===== src/rtl/usb_wr_sched_if.sv =====
// Source-word handshake and USB FIFO write-port bundle for usb_wr_sched.
// master: the scheduler; slave: the sources and FIFO around it.
interface usb_wr_sched_if;
    logic [2:0]  src_en;
    logic [95:0] src_data;
    logic [2:0]  src_valid;
    logic [2:0]  src_ready;
    logic [31:0] usb_wr_data;
    logic [3:0]  usb_wr_be;
    logic        usb_wr_en;
    logic        usb_wr_fifo_full;
    logic        usb_wr_push;

    modport master (
        input  src_en, src_data, src_valid, usb_wr_fifo_full,
        output src_ready, usb_wr_data, usb_wr_be, usb_wr_en, usb_wr_push
    );

    modport slave (
        output src_en, src_data, src_valid, usb_wr_fifo_full,
        input  src_ready, usb_wr_data, usb_wr_be, usb_wr_en, usb_wr_push
    );
endinterface


===== src/rtl/usb_wr_sched.sv =====
// Round-robin burst scheduler for the shared USB write FIFO, with push-pulse
// generation on CPU request or idle timeout.
module usb_wr_sched #(
    parameter int unsigned BURST_LEN    = 16,
    parameter int unsigned PUSH_TIMEOUT = 1024,
    parameter int unsigned TW           = 16
) (
    input  logic                  clk,
    input  logic                  reset,
    usb_wr_sched_if.master        bus,
    input  logic                  push_req,
    output logic [1:0]            grant,
    output logic                  busy
);

    localparam int unsigned CW = $clog2(BURST_LEN + 1);

    typedef enum logic [1:0] {StIdle, StBurst, StPush} state_e;

    state_e         state_q, state_d;
    logic [1:0]     grant_q, grant_d;
    logic [1:0]     last_q, last_d;
    logic [CW-1:0]  burst_cnt_q, burst_cnt_d;
    logic [TW-1:0]  pending_q, pending_d;
    logic [TW-1:0]  tmo_q, tmo_d;
    logic           latch_q, latch_d;
    logic [31:0]    wr_data_q, wr_data_d;
    logic           wr_en_q, wr_en_d;
    logic           push_q, push_d;

    logic [2:0]     req;
    logic [31:0]    sel_data;
    logic           ready_bit;
    logic           accept;
    logic           tmo_hit;
    logic           push_due;
    logic           found;
    logic [1:0]     pick;
    logic [1:0]     cand;

    function automatic logic [1:0] inc3(input logic [1:0] v);
        return (v == 2'd2) ? 2'd0 : v + 2'd1;
    endfunction

    assign req       = bus.src_en & bus.src_valid;
    assign ready_bit = !bus.usb_wr_fifo_full && bus.src_en[grant_q];
    assign accept    = (state_q == StBurst) && ready_bit && bus.src_valid[grant_q];
    assign tmo_hit   = (tmo_q == TW'(PUSH_TIMEOUT));
    assign push_due  = (latch_q || tmo_hit) && (pending_q != '0);

    always_comb begin
        unique case (grant_q)
            2'd1:    sel_data = bus.src_data[63:32];
            2'd2:    sel_data = bus.src_data[95:64];
            default: sel_data = bus.src_data[31:0];
        endcase
    end

    always_comb begin
        bus.src_ready = '0;
        if (state_q == StBurst) begin
            bus.src_ready[grant_q] = ready_bit;
        end
    end

    // First requester after the last owner, wrapping modulo 3.
    always_comb begin
        found = 1'b0;
        pick  = 2'd0;
        cand  = last_q;
        for (int k = 0; k < 3; k++) begin
            cand = inc3(cand);
            if (!found && req[cand]) begin
                found = 1'b1;
                pick  = cand;
            end
        end
    end

    always_comb begin
        state_d     = state_q;
        grant_d     = grant_q;
        last_d      = last_q;
        burst_cnt_d = burst_cnt_q;
        pending_d   = pending_q;
        tmo_d       = tmo_q;
        latch_d     = latch_q | (push_req && ((pending_q != '0) || accept));
        wr_en_d     = accept;
        wr_data_d   = accept ? sel_data : wr_data_q;
        push_d      = 1'b0;

        if (accept && (pending_q != '1)) begin
            pending_d = pending_q + 1'b1;
        end
        if (accept) begin
            tmo_d = '0;
        end else if ((pending_q != '0) && !tmo_hit) begin
            tmo_d = tmo_q + 1'b1;
        end

        unique case (state_q)
            StIdle: begin
                if (push_due) begin
                    state_d = StPush;
                end else if (found) begin
                    grant_d     = pick;
                    last_d      = pick;
                    burst_cnt_d = '0;
                    state_d     = StBurst;
                end
            end
            StBurst: begin
                if (accept) begin
                    burst_cnt_d = burst_cnt_q + 1'b1;
                end
                // Full only stalls; the burst ends on length, loss of valid or enable.
                if ((burst_cnt_d == CW'(BURST_LEN)) || !bus.src_valid[grant_q] ||
                    !bus.src_en[grant_q]) begin
                    state_d = StIdle;
                end
            end
            StPush: begin
                push_d    = 1'b1;
                pending_d = '0;
                latch_d   = 1'b0;
                tmo_d     = '0;
                state_d   = StIdle;
            end
            default: state_d = StIdle;
        endcase
    end

    always_ff @(posedge clk or negedge reset) begin
        if (!reset) begin
            state_q     <= StIdle;
            grant_q     <= 2'd0;
            last_q      <= 2'd2;
            burst_cnt_q <= '0;
            pending_q   <= '0;
            tmo_q       <= '0;
            latch_q     <= 1'b0;
            wr_data_q   <= '0;
            wr_en_q     <= 1'b0;
            push_q      <= 1'b0;
        end else begin
            state_q     <= state_d;
            grant_q     <= grant_d;
            last_q      <= last_d;
            burst_cnt_q <= burst_cnt_d;
            pending_q   <= pending_d;
            tmo_q       <= tmo_d;
            latch_q     <= latch_d;
            wr_data_q   <= wr_data_d;
            wr_en_q     <= wr_en_d;
            push_q      <= push_d;
        end
    end

    assign bus.usb_wr_data = wr_data_q;
    assign bus.usb_wr_be   = {4{wr_en_q}};
    assign bus.usb_wr_en   = wr_en_q;
    assign bus.usb_wr_push = push_q;
    assign grant           = grant_q;
    assign busy            = (state_q == StBurst);

endmodule


===== src/flat_wrapper.sv =====
// flat-port wrapper written by rule: the top's interface ports become plain ports
module usb_wr_sched_flat 
#(
    parameter int unsigned BURST_LEN    = 16,
    parameter int unsigned PUSH_TIMEOUT = 1024,
    parameter int unsigned TW           = 16
)
  (clk, reset, push_req, grant, busy, bus_src_en, bus_src_data, bus_src_valid, bus_usb_wr_fifo_full, bus_src_ready, bus_usb_wr_data, bus_usb_wr_be, bus_usb_wr_en, bus_usb_wr_push);
  usb_wr_sched_if bus_i ();
  input  logic clk;
  input  logic reset;
  input  logic push_req;
  output logic [1:0] grant;
  output logic busy;
  input wire logic [$bits(bus_i.src_en)-1:0] bus_src_en;
  input wire logic [$bits(bus_i.src_data)-1:0] bus_src_data;
  input wire logic [$bits(bus_i.src_valid)-1:0] bus_src_valid;
  input wire logic [$bits(bus_i.usb_wr_fifo_full)-1:0] bus_usb_wr_fifo_full;
  output wire logic [$bits(bus_i.src_ready)-1:0] bus_src_ready;
  output wire logic [$bits(bus_i.usb_wr_data)-1:0] bus_usb_wr_data;
  output wire logic [$bits(bus_i.usb_wr_be)-1:0] bus_usb_wr_be;
  output wire logic [$bits(bus_i.usb_wr_en)-1:0] bus_usb_wr_en;
  output wire logic [$bits(bus_i.usb_wr_push)-1:0] bus_usb_wr_push;
  assign bus_i.src_en = bus_src_en;
  assign bus_i.src_data = bus_src_data;
  assign bus_i.src_valid = bus_src_valid;
  assign bus_i.usb_wr_fifo_full = bus_usb_wr_fifo_full;
  assign bus_src_ready = bus_i.src_ready;
  assign bus_usb_wr_data = bus_i.usb_wr_data;
  assign bus_usb_wr_be = bus_i.usb_wr_be;
  assign bus_usb_wr_en = bus_i.usb_wr_en;
  assign bus_usb_wr_push = bus_i.usb_wr_push;
  usb_wr_sched #(.BURST_LEN(BURST_LEN), .PUSH_TIMEOUT(PUSH_TIMEOUT), .TW(TW)) u_core (.clk(clk), .reset(reset), .bus(bus_i), .push_req(push_req), .grant(grant), .busy(busy));
endmodule

===== config.mk =====
export PLATFORM = sky130hd
export DESIGN_NAME = usb_wr_sched_flat
export DESIGN_NICKNAME = d
export VERILOG_FILES = /design/src/rtl/usb_wr_sched_if.sv /design/src/rtl/usb_wr_sched.sv /design/src/flat_wrapper.sv
export SDC_FILE = /design/constraint.sdc
export NUM_CORES = 1
export LEC_CHECK = 0
export BUFFER_PORTS_ARGS = -buffer_cell sky130_fd_sc_hd__buf_2
export CAP_MARGIN = 10
export CORE_MARGIN = 2
export CORE_UTILIZATION = 45
export CTS_BUF_LIST = sky130_fd_sc_hd__clkbuf_16
export CTS_CLUSTER_DIAMETER = 50
export DETAILED_ROUTE_END_ITERATION = 8
export HOLD_SLACK_MARGIN = 0.02
export PLACE_DENSITY_LB_ADDON = 0.12
export SETUP_SLACK_MARGIN = 0.3
export SKIP_LAST_GASP = 1
export SYNTH_ARGS = -nofsm -noshare
export SYNTH_HDL_FRONTEND = slang
export SYNTH_SLANG_ARGS = --single-unit

===== constraint.sdc =====
create_clock -name clk -period 1.85 [get_ports clk]
set_input_delay 0.185 -clock clk [delete_from_list [all_inputs] [get_ports clk]]
set_output_delay 0.185 -clock clk [all_outputs]
set_load 0.01 [all_outputs]

Word level (Yosys, flattened, before mapping)

Cells that the tools add are included.

$add $sub $neg: 6
Reductions and logical operators: 28
Multiplexer cells: 39
Equal/unequal tests: 14
Order comparisons: 5
Bitwise gates (word level): 4

Operators by type and width:

| kind                                                  | count |
|---|---|
| two-way mux 16 bit                                    | 5 |
| case mux 32 bit (2 select lines)                      | 1 |
| adder 16 x 1 -> 16 bit, second input constant         | 2 |
| two-way mux 5 bit                                     | 4 |
| two-way mux 2 bit                                     | 9 |
| == test 16 x 11 -> 1 bit, second input constant       | 1 |
| inequality test 16 bit, second input constant         | 1 |
| nonzero test 16 bit                                   | 1 |
| < comparator 2 x 3 -> 1 bit, second input constant    | 4 |
| two-way mux 1 bit                                     | 11 |
| binary-select mux 1 bit (select 2 bit)                | 5 |
| == test 2 bit, second input constant                  | 5 |
| logical AND 1 bit                                     | 10 |
| case mux 5 bit (2 select lines)                       | 1 |
| adder 2 x 1 -> 2 bit, second input constant           | 3 |
| bitwise AND 3 bit                                     | 2 |
| zero test 1 bit                                       | 6 |
| AND reduction 3 bit                                   | 2 |
| adder 5 x 1 -> 5 bit, second input constant           | 1 |
| == test 5 bit, second input constant                  | 1 |
| == test 2 x 1 -> 1 bit, second input constant         | 2 |
| logical OR 1 bit                                      | 4 |
| inequality test 2 x 1 -> 1 bit, second input constant | 2 |
| case mux 2 bit (2 select lines)                       | 1 |
| 11 further kinds                                      | 12 |

Logic and storage cells: 106
Bits of input ports: 106
Register bits: 78
Output and inout bits: 44

Longest topological paths before layout

Gate-level depths: netlist of run 1.

Depth in word-level cells: 14
Mapped depth: 9

Least setup slack after synthesis of run 1

OpenSTA, ideal clock, no wires.

Path kind: register to register
Start point: reg u_core.pending_q[0]
End point: reg u_core.last_q[0]
Data required time: 1.785 ns
Arrival time: 1.891 ns
Slack: -0.106 ns
Library setup time: 0.065 ns
Cell stages (with the launch flop): 10
Cell sequence: dfrtp_1 > inv_1 > ha_1 > nor4b_2 > and4_1 > o21ai_1 > or3_1 > buf_2 > a31oi_1 > o22a_1

Cells in the longest elaborated chain, start to end: 4

Ends and longest elaborated chain:

| what                          | line                | text |
|---|---|---|
| start, declared               | usb_wr_sched.sv:24  | `logic [TW-1:0] pending_q, pending_d;` |
| start signal, assigned        | usb_wr_sched.sv:150 | `pending_q <= pending_d;` |
| nonzero test 16 bit           | usb_wr_sched.sv:49  | `assign push_due = (latch_q \|\| tmo_hit) && (pending_q != '0);` |
| logical AND 1 bit             | usb_wr_sched.sv:49  |  |
| inverter 1 bit (no line)      | --                  |  |
| AND reduction 3 bit (no line) | --                  |  |
| end signal, assigned          | usb_wr_sched.sv:148 | `last_q <= last_d;` |
| end, declared                 | usb_wr_sched.sv:22  | `logic [1:0] last_q, last_d;` |

No other way between the ends.
A chain may end at the register's enable or synchronous reset.

Worst setup path in the final report of run 1

Start point: reg u_core.tmo_q[1]
End point: reg u_core.last_q[0]

Cells in the longest elaborated chain, start to end: 5

Ends and longest elaborated chain:

| what                          | line                | text |
|---|---|---|
| start, declared               | usb_wr_sched.sv:25  | `logic [TW-1:0] tmo_q, tmo_d;` |
| start signal, assigned        | usb_wr_sched.sv:151 | `tmo_q <= tmo_d;` |
| == test 16 x 11 -> 1 bit      | usb_wr_sched.sv:48  | `assign tmo_hit = (tmo_q == TW'(PUSH_TIMEOUT));` |
| logical OR 1 bit              | usb_wr_sched.sv:49  |  |
| logical AND 1 bit             | usb_wr_sched.sv:49  |  |
| inverter 1 bit (no line)      | --                  |  |
| AND reduction 3 bit (no line) | --                  |  |

No other way between the ends.

==> metrics.md, run 1 <==
| Metric | Value |
|---|---|
| GPL Wtd Cong | 0.8100 |
| # DRC | 0 |
| Crit path launch type | register |
| Tot Pwr | roughly 9.5 mW |
| RSZ-0062 raised after global routing | true |
| Initial antenna violation count | 0 |
| DR iter-0 viols | ~180 |
| CTS buffer count | 9 |
| Peak VDD IR | around 0.84 mV |
| Top Usage Layer GRT | met2 |
| Relative slew slack | 0.6864 |
| Internal Power | 5.625 mW |
| Die W | between 100 and 150 um |
| Commonest non-fill, non-tap cell in the layout | buf_2 |
| Total GRT Usage | 0.2702 |
| Power share of the combinational group | 0.546 |
| Slew Limit Fails | 0 |
| Sequential share of the synthesized area | 0.4581 |
| Mapped Area | 4209 um^2 |
| M3 GR Usage | 0.03537 |
| Power density over cell area | 1320 nW/um^2 |
| Highest clock rate | 505.0 MHz |
| Root Driver | clkbuf_16 |
| H-tree depth | 3 |
| Cells after Synth | 488 |
| Fin. Hold Viols | 0 |
| Final HPWL DP | 8.456 mm |
| Final nets | 827 |
| Synthesized net count | 602 |
| Critical path class | reg -> reg |
| Buffers on Ports | ~150 |
| Mean Syn Cell Area | roughly 8.6 um^2 |
| Clk_skew | 0.009180 ns |
| Crit path DAT | around 2.2 ns |
| # clock sinks | 77 |
| Most frequent cells in the layout | 145 x buf_2, 74 x dfrtp_1, 56 x nand2_1 |
| Leakage power | between 3 and 4 nW |
| Async SR Flop Fraction | 1.000 |
| Detail Route Antenna Nets | 0 |
| Switching Share | 0.4080 |
| Post-synth EDFFs | 0 |
| Share of layout cells above drive strength 1 | 0.5376 |
| Setup ws final | -0.1301 ns |
| Initial DRT Pass Iterations | 4 |
| Clock-pin slew on the worst setup and hold paths | ~0.060 ns |
| Die Y | about 100 um |
| Max Cap Viol | 0 |
| Top Ports | 150 |
| Worst-Margin Slew | between 0.4 and 0.5 ns |
| Die area | between 10000 and 15000 um^2 |
| Core area | around 9200 um^2 |
| Sequential share of power | 0.271 |
| Rows | 35 |
| Synth top area share | 0.4518 |
| Failing checks | setup timing |
| Longest Clk Path Bufs | 2 |
| Worst Path Required | between 2 and 2.5 ns |
| Top area cells in the synthesized netlist | dfrtp_1 45%, o21ai_0 9.0%, nand2_1 7.8%, a22oi_1 5.7%, xnor2_1 3.1% |
| First-pass GRT wire length | ~22 mm |
| Yosys reg bits | 77 |
| Largest net degree at the start of global routing | 48 |
| Starting Density | 0.4599 |
| Filler Cell Count | between 500 and 600 |
| CTS tree | yes |
| Number of global-route vias before repair | 4533 |
| TNS Setup | -1.858 ns |
| Dpl cell area | 5503 um^2 |
| Clock Latency Late Sink | between 0.3 and 0.4 ns |
| Final instance area | approximately 7200 um^2 |
| Post-Route WL | roughly 14 mm |
| Clk pwr share | 0.183 |
| Area delta synth->final | 70.96% |
| CP endpoint kind | register |
| P_sw | between 3 and 4 mW |
| Period utilization | 1.070 |
| Synth Flop Type | dfrtp_1 |
| Via count | around 4600 |
| Diode count | 0 |
| Synth cell types | between 40 and 50 |
| Synth Warn # | 0 |
| Met1 usage | 0.3336 |
| WL per Instance | approximately 17 um |
| Count of final setup violators | 29 |
| Yosys top cell by area | dfrtp_1 |
| Tmin final | 1.980 ns |
| Vias per std cell | 5.537 |
| Crit-path max FO | 5 |
| Worst hold path type | in -> reg |
| GR Overflow Total | 0 |
| Outcome | complete, but fails checks |
| Met2 Usage GRT | 0.4662 |
==> per-layer routing <==
metal | part of all wire | wire (um) | vias up
li1 | - | - | 2195
met1 | 0.41 | 5830 | 2216
met2 | 0.52 | 7466 | 152
met3 | 0.041 | 587 | 27
met4 | 0.028 | 404 | 0
met5 | 0 | 0 | -
==> timing repair <==
item / 4_1_cts / 5_1_grt
cloned: 10 / 4
buffers inserted: 19 / 9
hold buffers: 1 / 0
endpoints found under the setup margin: 78 / 77
pin swaps: 56 / 50
gates resized for setup: 128 / 113
endpoints found under the hold margin: 29 / 0
==> critical path, cell delays in order (launching register included) <==
cell	delay (ns)
dfrtp_1	0.37
inv_1	0.13
ha_1	0.16
nor4b_2	0.33
a41oi_2	0.22
o21ai_4	0.20
or3_4	0.20
a31oi_4	0.05
o22a_1	0.21
==> kinds of logic (layout without fill, tap and decap cells) <==
kind of cell	count (synthesis)	in the layout	synth area share
buf+inv	50	279	0.05172
flops	77	77	0.4581
mux	6	6	0.01427
compound gates	138	138	0.1941
fa+ha+maj	8	8	0.02378
simple gates	189	190	0.2164
xor+xnor	20	20	0.04162
==> flip-flops by register name, summed over array words and instances, names as in the netlist <==
| register | count |
|---|---|
| u_core.latch_q | 1 |
| u_core.tmo_q | 16 |
| u_core.bus.usb_wr_data | 32 |
| u_core.grant | 1 |
| u_core.last_q | 2 |
| u_core.state_q | 2 |
| u_core.burst_cnt_q | 5 |
| u_core.bus.usb_wr_en | 1 |
| u_core.bus.usb_wr_push | 1 |
| u_core.pending_q | 16 |
==> power by group through the flow <==
| stage | sequential, mW | combinational [mW] | clock, mW |
|---|---|---|---|
| CTS | 2.46 | 4.43 | 1.75 |
| global placement | 2.42 | 3.44 | 0 |
| finish | 2.57 | 5.19 | 1.74 |
| global route | 2.62 | 5.63 | 1.83 |
| floorplan | 2.57 | 2.02 | 0 |
| detailed placement | 2.42 | 3.53 | 0 |
==> path summary, 6_finish.rpt <==
kind	startpoint	cells past startpoint	endpoint	slack (ns)
max	u_core.tmo_q[1]	8	u_core.last_q[0]	-0.13
min	bus_src_data[7]	3	u_core.bus.usb_wr_data[7]	0.11
max reg2reg	u_core.tmo_q[1]	8	u_core.last_q[0]	-0.13
min in group asynchronous	reset	2	u_core.bus.usb_wr_push	0.32
max in group asynchronous	reset	3	u_core.bus.usb_wr_data[22]	0.94
min reg2reg	u_core.bus.usb_wr_data[21]	2	u_core.bus.usb_wr_data[21]	0.49
==> through the flow <==
stage	util	setup WS, ns	instances	hold slack, ns
after floorplan	-	-0.02474	488	-0.1106
after global placement	0.6012	-0.2046	770	0.1488
after global routing	0.7862	-0.2310	829	0.1245
after CTS	0.7273	-0.07467	816	0.1061
final	0.7862	-0.1301	829	0.1142
after detailed placement	0.6012	-0.2524	770	0.1499
==> Yosys cell counts, types with 3 or more instances <==
master     n
nand2_1   88
dfrtp_1   76
o21ai_0   76
a22oi_1   32
nor2_1    28
clkbuf_1  22
inv_1     16
nand3_1   15
xnor2_1   15
a21oi_1   14
nand4_1   10
nor3_1     9
nor4_1     9
ha_1       8
or3_1      8
and3_1     6
mux2i_1    6
buf_4      5
xor2_1     5
nor4b_1    4
and4_1     3
buf_1      3
==> final cells by class <==
type                    instances  area (um^2)  area share
repair buffers                247         1974      0.2744
multi-input cells             362         2794      0.3883
clock buffers                   9        225.2     0.03130
clock inverters                 7        65.06    0.009042
flip-flops and latches         77         1931      0.2683
well taps                     111        138.9     0.01930
inverters                      16        67.56    0.009390
Power figures use the tool's default switching activity.
==> run 2, diff against run 1 <==
--- a/config.mk
+++ b/config.mk
@@ -7,6 +7,7 @@
 export LEC_CHECK = 0
 export BUFFER_PORTS_ARGS = -buffer_cell sky130_fd_sc_hd__buf_2
 export CAP_MARGIN = 10
+export CORE_ASPECT_RATIO = 0.75
 export CORE_MARGIN = 2
 export CORE_UTILIZATION = 45
 export CTS_BUF_LIST = sky130_fd_sc_hd__clkbuf_16
@@ -15,7 +16,6 @@
 export HOLD_SLACK_MARGIN = 0.02
 export PLACE_DENSITY_LB_ADDON = 0.12
 export SETUP_SLACK_MARGIN = 0.3
-export SKIP_LAST_GASP = 1
 export SYNTH_ARGS = -nofsm -noshare
 export SYNTH_HDL_FRONTEND = slang
 export SYNTH_SLANG_ARGS = --single-unit
==> run 2 against run 1 <==
  * The run still ends with setup timing left
  * First-iteration DRC count is 110% higher
  * Register-to-register slack worse by 0.07 ns
  * Worst hold slack worse by 0.0065 ns
  * Setup slack worse by 0.068 ns
  * Via count is 7.0% higher
  * Die area hardly changed
  * Critical endpoint is now u_core.pending_q[6]
  * Largest cell class unchanged
  * Clock power is 9.8% lower
==> metrics.md, run 2 (synthesis results as in run 1) <==
| Metric | Value |
|---|---|
| Final HPWL DP | 8.669 mm (was 8.456 mm) |
| Relative slew slack | 0.7572 (was 0.6864) |
| Worst-Margin Slew | 0.3612 ns (was 0.4661 ns) |
| Critical R2R Capture | u_core.pending_q[6] (was u_core.last_q[0]) |
| Rows | 30 (was 35) |
| Failing checks | setup timing (unchanged) |
| CP endpoint kind | register (unchanged) |
| Tot Pwr | 9.613 mW (was 9.501 mW) |
| GR Overflow Total | 0 (unchanged) |
| DR iter-0 viols | 382 (was 178) |
| Vias per std cell | 5.766 (was 5.537) |
| Root Driver | clkbuf_16 (unchanged) |
| Stages on worst setup path | 9 (was 8) |
| Count of final setup violators | 27 (was 29) |
| CTS buffer count | 9 (unchanged) |
| WHS | 0.1077 ns (was 0.1142 ns) |
| First-pass GRT wire length | 19.08 mm (was 21.58 mm) |
| Die W | 115.7 um (was 100.7 um) |
| Starting Density | 0.4634 (was 0.4599) |
| Commonest non-fill, non-tap cell in the layout | buf_2 (unchanged) |
| Slew Limit Fails | 0 (unchanged) |
| CP max stage cell | dfrtp_1 (unchanged) |
| Diode count | 0 (unchanged) |
| Critical R2R Launch | u_core.pending_q[6] (was u_core.tmo_q[1]) |
| Detail Route Antenna Nets | 0 (unchanged) |
| Setup ws final | -0.1983 ns (was -0.1301 ns) |
| Number of global-route vias before repair | 4075 (was 4533) |
| Highest clock rate | 488.2 MHz (was 505.0 MHz) |
| CP peak stage delay | 0.41 ns (was 0.37 ns) |
| Via count | 4913 (was 4590) |
| Largest net degree at the start of global routing | 65 (was 48) |
| Die Y | 87.76 um (was 100.7 um) |
| Post-Route WL | 16.86 mm (was 14.29 mm) |
| Clock-pin slew on the worst setup and hold paths | 0.06 ns (about the same) |
| Leakage power | 3.392 nW (was 3.389 nW) |
| Worst hold path type | in -> reg (unchanged) |
| Most frequent cells in the layout | 148 x buf_2, 72 x dfrtp_1, 66 x buf_4 (was 145 x buf_2, 74 x dfrtp_1, 56 x nand2_1) |
| Peak VDD IR | 0.7793 mV (was 0.8394 mV) |
| H-tree depth | 3 (unchanged) |
| WL per Instance | 19.79 um (was 17.24 um) |
| Worst path top cell family by delay | simple AND/OR/NAND/NOR gates (was compound AO/OA/AOI/OAI gates) |
| Final instance area | 7201 um^2 (was 7196 um^2) |
| Initial DRT Pass Iterations | 5 (was 4) |
| GPL Wtd Cong | 0.8529 (was 0.8100) |
| Worst Path Required | 2.07 ns (about the same) |
| Critical path class | reg -> reg (unchanged) |
| RSZ-0062 raised after global routing | true (unchanged) |
| Die area | 10150 um^2 (was 10140 um^2) |
| Most used cell, CP | buf_6 |
| Tmin final | 2.048 ns (was 1.980 ns) |
| Buffers on Ports | 149 (unchanged) |
| R2r setup slk | -0.20 ns (was -0.13 ns) |
| Core area | 9084 um^2 (was 9153 um^2) |
| CP Capture Point | u_core.pending_q[6] (was u_core.last_q[0]) |
| Clock Latency Late Sink | 0.35 ns (was 0.34 ns) |
| # DRC | 0 (unchanged) |
| Critical path cell sequence | buf_4 > and4_4 > nand3_4 > nor3_4 > buf_6 > buf_6 > nor4_4 > xnor2_1 > nor2_1 (was inv_1 > ha_1 > nor4b_2 > a41oi_2 > o21ai_4 > or3_4 > a31oi_4 > o22a_1) |
| Initial antenna violation count | 0 (unchanged) |
| Clk_skew | 0.004770 ns (was 0.009180 ns) |
| CTS tree | yes (unchanged) |
| Fin. Hold Viols | 0 (unchanged) |
| CP bufs+invs | 3 (was 1) |
| Max Cap Viol | 0 (unchanged) |
| # clock sinks | 77 (unchanged) |
| Dpl cell area | 5552 um^2 (was 5503 um^2) |
| Crit path launch type | register (unchanged) |
| Worst setup path startpoint | u_core.pending_q[6] (was u_core.tmo_q[1]) |
| Crit path DAT | 2.27 ns (was 2.20 ns) |
| Post-Place Setup Slack | -0.2183 ns (was -0.2524 ns) |
| Filler Cell Count | 561 (was 574) |
| Longest Clk Path Bufs | 2 (unchanged) |
| Area delta synth->final | 71.08% (was 70.96%) |
| Share of layout cells above drive strength 1 | 0.5511 (was 0.5376) |
| Period utilization | 1.107 (was 1.070) |
| Crit-path max FO | 5 (unchanged) |
| Outcome | complete, but fails checks (unchanged) |
| Total GRT Usage | 0.2365 (was 0.2702) |
| Worst R2R Path Depth | 9 (was 8) |
| Max reg flops | 32 (unchanged) |
| Final nets | 834 (was 827) |
| Power density over cell area | 1335 nW/um^2 (was 1320 nW/um^2) |
| Final core utilization | 0.7927 (was 0.7862) |
| Top Ports | 150 (unchanged) |
run 2: cell count changes in the layout (fill, tap and decap cells not counted), sizes merged:
cell	previous run	this run
clkbuf	12	20
buf	243	242
clkinv	4	5
bufinv	1	0
clkinvlp	0	1
inv	18	16
run 2: tightest hold or removal path: cells and delay by family:
kind | cells | cell delay (ns)
compound gates | 2 | 0.16
buf+inv | 1 | 0.07
run 2: metrics by stage:
step / instances / setup TNS (ns)
6_report: 852 / -1.954
5_1_grt: 852 / -4.423
4_1_cts: 820 / -0.7178
3_5_place_dp: 794 / -1.866
3_3_place_gp: 794 / -1.094
2_1_floorplan: 488 / -0.1373
run 2: worst min path at each step:
| stage | from | end | slack [ns] | cells after the start |
|---|---|---|---|---|
| floorplan | reset | u_core.burst_cnt_q[0] | -0.11 | 0 |
| global placement | reset | u_core.burst_cnt_q[4] | 0.08 | 1 |
| detailed placement | reset | u_core.burst_cnt_q[2] | 0.08 | 1 |
| CTS | push_req | u_core.latch_q | 0.13 | 3 |
| global route | bus_src_data[12] | u_core.bus.usb_wr_data[12] | 0.13 | 3 |
| finish | bus_src_data[10] | u_core.bus.usb_wr_data[10] | 0.11 | 3 |
run 2: layer usage:
layer	up-vias	wire length (um)	global-route usage
met5	-	0	0
met4	0	540	0.05844
met3	62	1315	0.05398
met2	271	8414	0.3907
met1	2382	6590	0.3189
li1	2198	-	-
run 2: final cells by class:
| cell class | instances | area (um^2) | area share |
|---|---|---|---|
| Clock buffer | 9 | 225.2 | 0.03128 |
| Clock inverter | 6 | 31.28 | 0.004344 |
| Inverter | 16 | 60.06 | 0.008341 |
| Multi-Input combinational cell | 362 | 2873 | 0.3990 |
| Sequential cell | 77 | 1933 | 0.2685 |
| Tap cell | 128 | 160.2 | 0.02224 |
| Timing Repair Buffer | 254 | 1918 | 0.2664 |
run 2: report_power, final:
group / internal [mW] / switching [mW] / leakage (nW) / total [mW]
Clock: 0.884 / 0.684 / 0.128 / 1.57
Sequential: 2.14 / 0.435 / 1.01 / 2.57
Combinational: 2.56 / 2.91 / 2.25 / 5.47
Total: 5.58 / 4.03 / 3.39 / 9.61
run 2: timing repair:
item,in CTS,in global routing
setup endpoints to repair,77,78
hold endpoints to repair,17,0
buffers inserted,9,16
hold buffers,1,0
gates cloned,1,16
pin swaps,14,59
gates resized for setup,48,176
==> run 3, diff against run 2 <==
==> constraint.sdc (replaced) <==
create_clock -name clk -period 1.85 [get_ports clk]
set_input_delay 0.185 -clock clk [delete_from_list [all_inputs] [get_ports clk]]
set_output_delay 0.185 -clock clk [all_outputs]
set_load 0.005 [all_outputs]
==> run 3 against run 2 <==
  * The run still ends with setup timing left
  * Count of clock-buffer cells in the layout is the same
  * Via count shrank 13%
  * Clock power grew 7%
  * Register-to-register slack gained 0.07 ns
  * Worst hold slack gained 0.028 ns
  * Core utilization shrank 12 points
  * Critical path depth shrank 1
  * Power shrank 20%
  * Combinational power shrank 35%
  * Largest power group unchanged
  * Highest routed layer unchanged
==> metrics.md, run 3 (synthesis results as in run 1) <==
| Metric | Value |
|---|---|
| Tmin final | 1.978 ns (was 2.048 ns) |
| Internal Power | 4.782 mW (was 5.584 mW) |
| CP peak stage delay | 0.44 ns (was 0.41 ns) |
| Total GRT Usage | 0.2241 (was 0.2365) |
| Outcome | complete, but fails checks (unchanged) |
| Failing checks | setup timing (unchanged) |
| Initial antenna violation count | 0 (unchanged) |
| CP max stage cell | or3_4 (was dfrtp_1) |
| Die W | 115.7 um (unchanged) |
| Max Cap Viol | 0 (unchanged) |
| Post-Route WL | 11.53 mm (was 16.86 mm) |
| Area delta synth->final | 45.75% (was 71.08%) |
| Clk_skew | 0.005991 ns (was 0.004770 ns) |
| Final HPWL DP | 8.253 mm (was 8.669 mm) |
| P_sw | 2.911 mW (was 4.030 mW) |
| Critical path cell sequence | inv_2 > ha_4 > nor4b_4 > and4_1 > o21ai_2 > or3_4 > a31oi_4 > o22a_1 (was buf_4 > and4_4 > nand3_4 > nor3_4 > buf_6 > buf_6 > nor4_4 > xnor2_1 > nor2_1) |
| Crit path launch type | register (unchanged) |
| Worst Path Required | 2.13 ns (was 2.07 ns) |
| GR Overflow Total | 0 (unchanged) |
| Post-Place Cells | 786 (was 794) |
| Root Driver | clkbuf_16 (unchanged) |
| Slew Limit Fails | 0 (unchanged) |
| Count of final setup violators | 7 (was 27) |
| Rows | 30 (unchanged) |
| Die Y | 87.76 um (unchanged) |
| Sequential share of power | 0.317 (was 0.267) |
| Clock-pin slew on the worst setup and hold paths | 0.06 ns (about the same) |
| Buffers on Ports | 149 (unchanged) |
| Power density over cell area | 1254 nW/um^2 (was 1335 nW/um^2) |
| Detail Route Antenna Nets | 0 (unchanged) |
| CTS tree | yes (unchanged) |
| Clock Latency Late Sink | 0.34 ns (was 0.35 ns) |
| Leakage power | 3.019 nW (was 3.392 nW) |
| Final nets | 802 (was 834) |
| Largest net degree at the start of global routing | 65 (unchanged) |
| R2r setup slk | -0.13 ns (was -0.20 ns) |
| GPL Wtd Cong | 0.8623 (was 0.8529) |
| Clk pwr share | 0.218 (was 0.163) |
| Fin. Hold Viols | 0 (unchanged) |
| # DRC | 0 (unchanged) |
| First-pass GRT wire length | 17.98 mm (was 19.08 mm) |
| Via count | 4269 (was 4913) |
| Crit path DAT | 2.25 ns (was 2.27 ns) |
| Vias per std cell | 5.200 (was 5.766) |
| Relative slew slack | 0.6696 (was 0.7572) |
| Highest clock rate | 505.5 MHz (was 488.2 MHz) |
| CTS buffer count | 9 (unchanged) |
| WHS | 0.1355 ns (was 0.1077 ns) |
| Worst-Margin Slew | 0.4956 ns (was 0.3612 ns) |
| Initial DRT Pass Iterations | 5 (unchanged) |
| Most frequent cells in the layout | 146 x buf_2, 85 x nand2_1, 75 x dfrtp_1 (was 148 x buf_2, 72 x dfrtp_1, 66 x buf_4) |
| Final cell count without fillers | 821 (was 852) |
| Diode count | 0 (unchanged) |
| DR iter-0 viols | 319 (was 382) |
| Period utilization | 1.069 (was 1.107) |
| WL per Instance | 14.05 um (was 19.79 um) |
| Core area | 9084 um^2 (unchanged) |
| Peak VDD IR | 0.7061 mV (was 0.7793 mV) |
| Longest Clk Path Bufs | 2 (unchanged) |
| Dpl cell area | 5518 um^2 (was 5552 um^2) |
| RSZ-0062 raised after global routing | true (unchanged) |
| Switching Share | 0.3784 (was 0.4192) |
| Top Ports | 150 (unchanged) |
| Reg area | 1929 um^2 (was 1933 um^2) |
| Final instance area | 6135 um^2 (was 7201 um^2) |
| Worst hold path type | in -> reg (unchanged) |
| Setup ws final | -0.1282 ns (was -0.1983 ns) |
| H-tree depth | 3 (unchanged) |
| Critical path class | reg -> reg (unchanged) |
| Crit-path max FO | 5 (unchanged) |
| Starting Density | 0.4634 (unchanged) |
| Filler Cell Count | 759 (was 561) |
| Final core utilization | 0.6753 (was 0.7927) |
| Multi-input gate area | 2318 um^2 (was 2873 um^2) |
| Power share of the combinational group | 0.465 (was 0.569) |
| CP endpoint kind | register (unchanged) |
| # clock sinks | 77 (unchanged) |
| Commonest non-fill, non-tap cell in the layout | buf_2 (unchanged) |
| Share of layout cells above drive strength 1 | 0.4113 (was 0.5511) |
| Number of global-route vias before repair | 3719 (was 4075) |
| Die area | 10150 um^2 (unchanged) |
| Max reg flops | 32 (unchanged) |
[run 3: cell count changes in the layout (fill, tap and decap cells not counted), moves of 7 or more]
cell / previous run / this run
o21ai_0: 46 / 73
nand2_4: 16 / 0
clkbuf_16: 20 / 9
o21ai_1: 10 / 2
o21ai_2: 22 / 3
buf_6: 17 / 8
nor4_4: 7 / 0
nand2_1: 63 / 85
[run 3: critical path: cells and delay by family, from the launching register on]
family,cells,cell delay [ns]
buffers and inverters,1,0.08
flip-flops,1,0.39
AND/OR/NAND/NOR,3,0.91
adder cells (fa/ha/maj),1,0.13
AO/OA/AOI/OAI,3,0.41
[run 3: final cells by class]
| type | count | share of cell area |
|---|---|---|
| sequential | 77 | 0.3145 |
| inverter | 16 | 0.009790 |
| clock buffer | 9 | 0.03671 |
| clock inverter | 7 | 0.009382 |
| multi-input combinational | 362 | 0.3779 |
| tap | 128 | 0.02611 |
| timing repair buffer | 222 | 0.2256 |
[run 3: metal layers]
layer  global-route usage  vias up  routed length (um)
met5                    0        -                   0
met4              0.04762        0                  63
met1               0.3110     2002                5358
met2               0.3498      125                5455
li1                     -     2134                   -
met3              0.06920        8                 657
[run 3: timing repair]
item,4_1_cts,5_1_grt
hold buffers,1,0
resized for setup,26,23
endpoints found under the setup margin,77,78
gates cloned,1,0
setup buffers,9,8
hold endpoints to repair,34,0
pin swaps,11,15
[run 3: path summary, 6_finish.rpt]
path	endpoint	depth (start not counted)	startpoint
min in group asynchronous	u_core.state_q[1]	2	reset
worst min register to register	u_core.bus.usb_wr_data[15]	2	u_core.bus.usb_wr_data[15]
worst min-delay path	u_core.bus.usb_wr_data[24]	3	bus_src_data[24]
worst max register to register	u_core.last_q[0]	8	u_core.pending_q[0]
worst max-delay path	u_core.last_q[0]	8	u_core.pending_q[0]
max in group asynchronous	u_core.bus.usb_wr_data[19]	3	reset
[run 3: stage by stage]
stage,TNS [ns],setup WS [ns],power (mW)
floorplan,-0.08586,-0.02474,4.478
global placement,-0.7967,-0.1410,5.553
detailed placement,-1.484,-0.2076,5.644
CTS,-0.5162,-0.09508,7.537
global route,-2.376,-0.1978,8.297
finish,-0.6681,-0.1282,7.694
[run 3: power by group through the flow]
stage               clock (mW)  sequential (mW)  combinational, mW
floorplan                    0             2.45               2.03
global placement             0             2.42               3.13
detailed placement           0             2.43               3.22
CTS                       1.71             2.42               3.41
global route              1.80             2.50               4.00
finish                    1.68             2.44               3.58
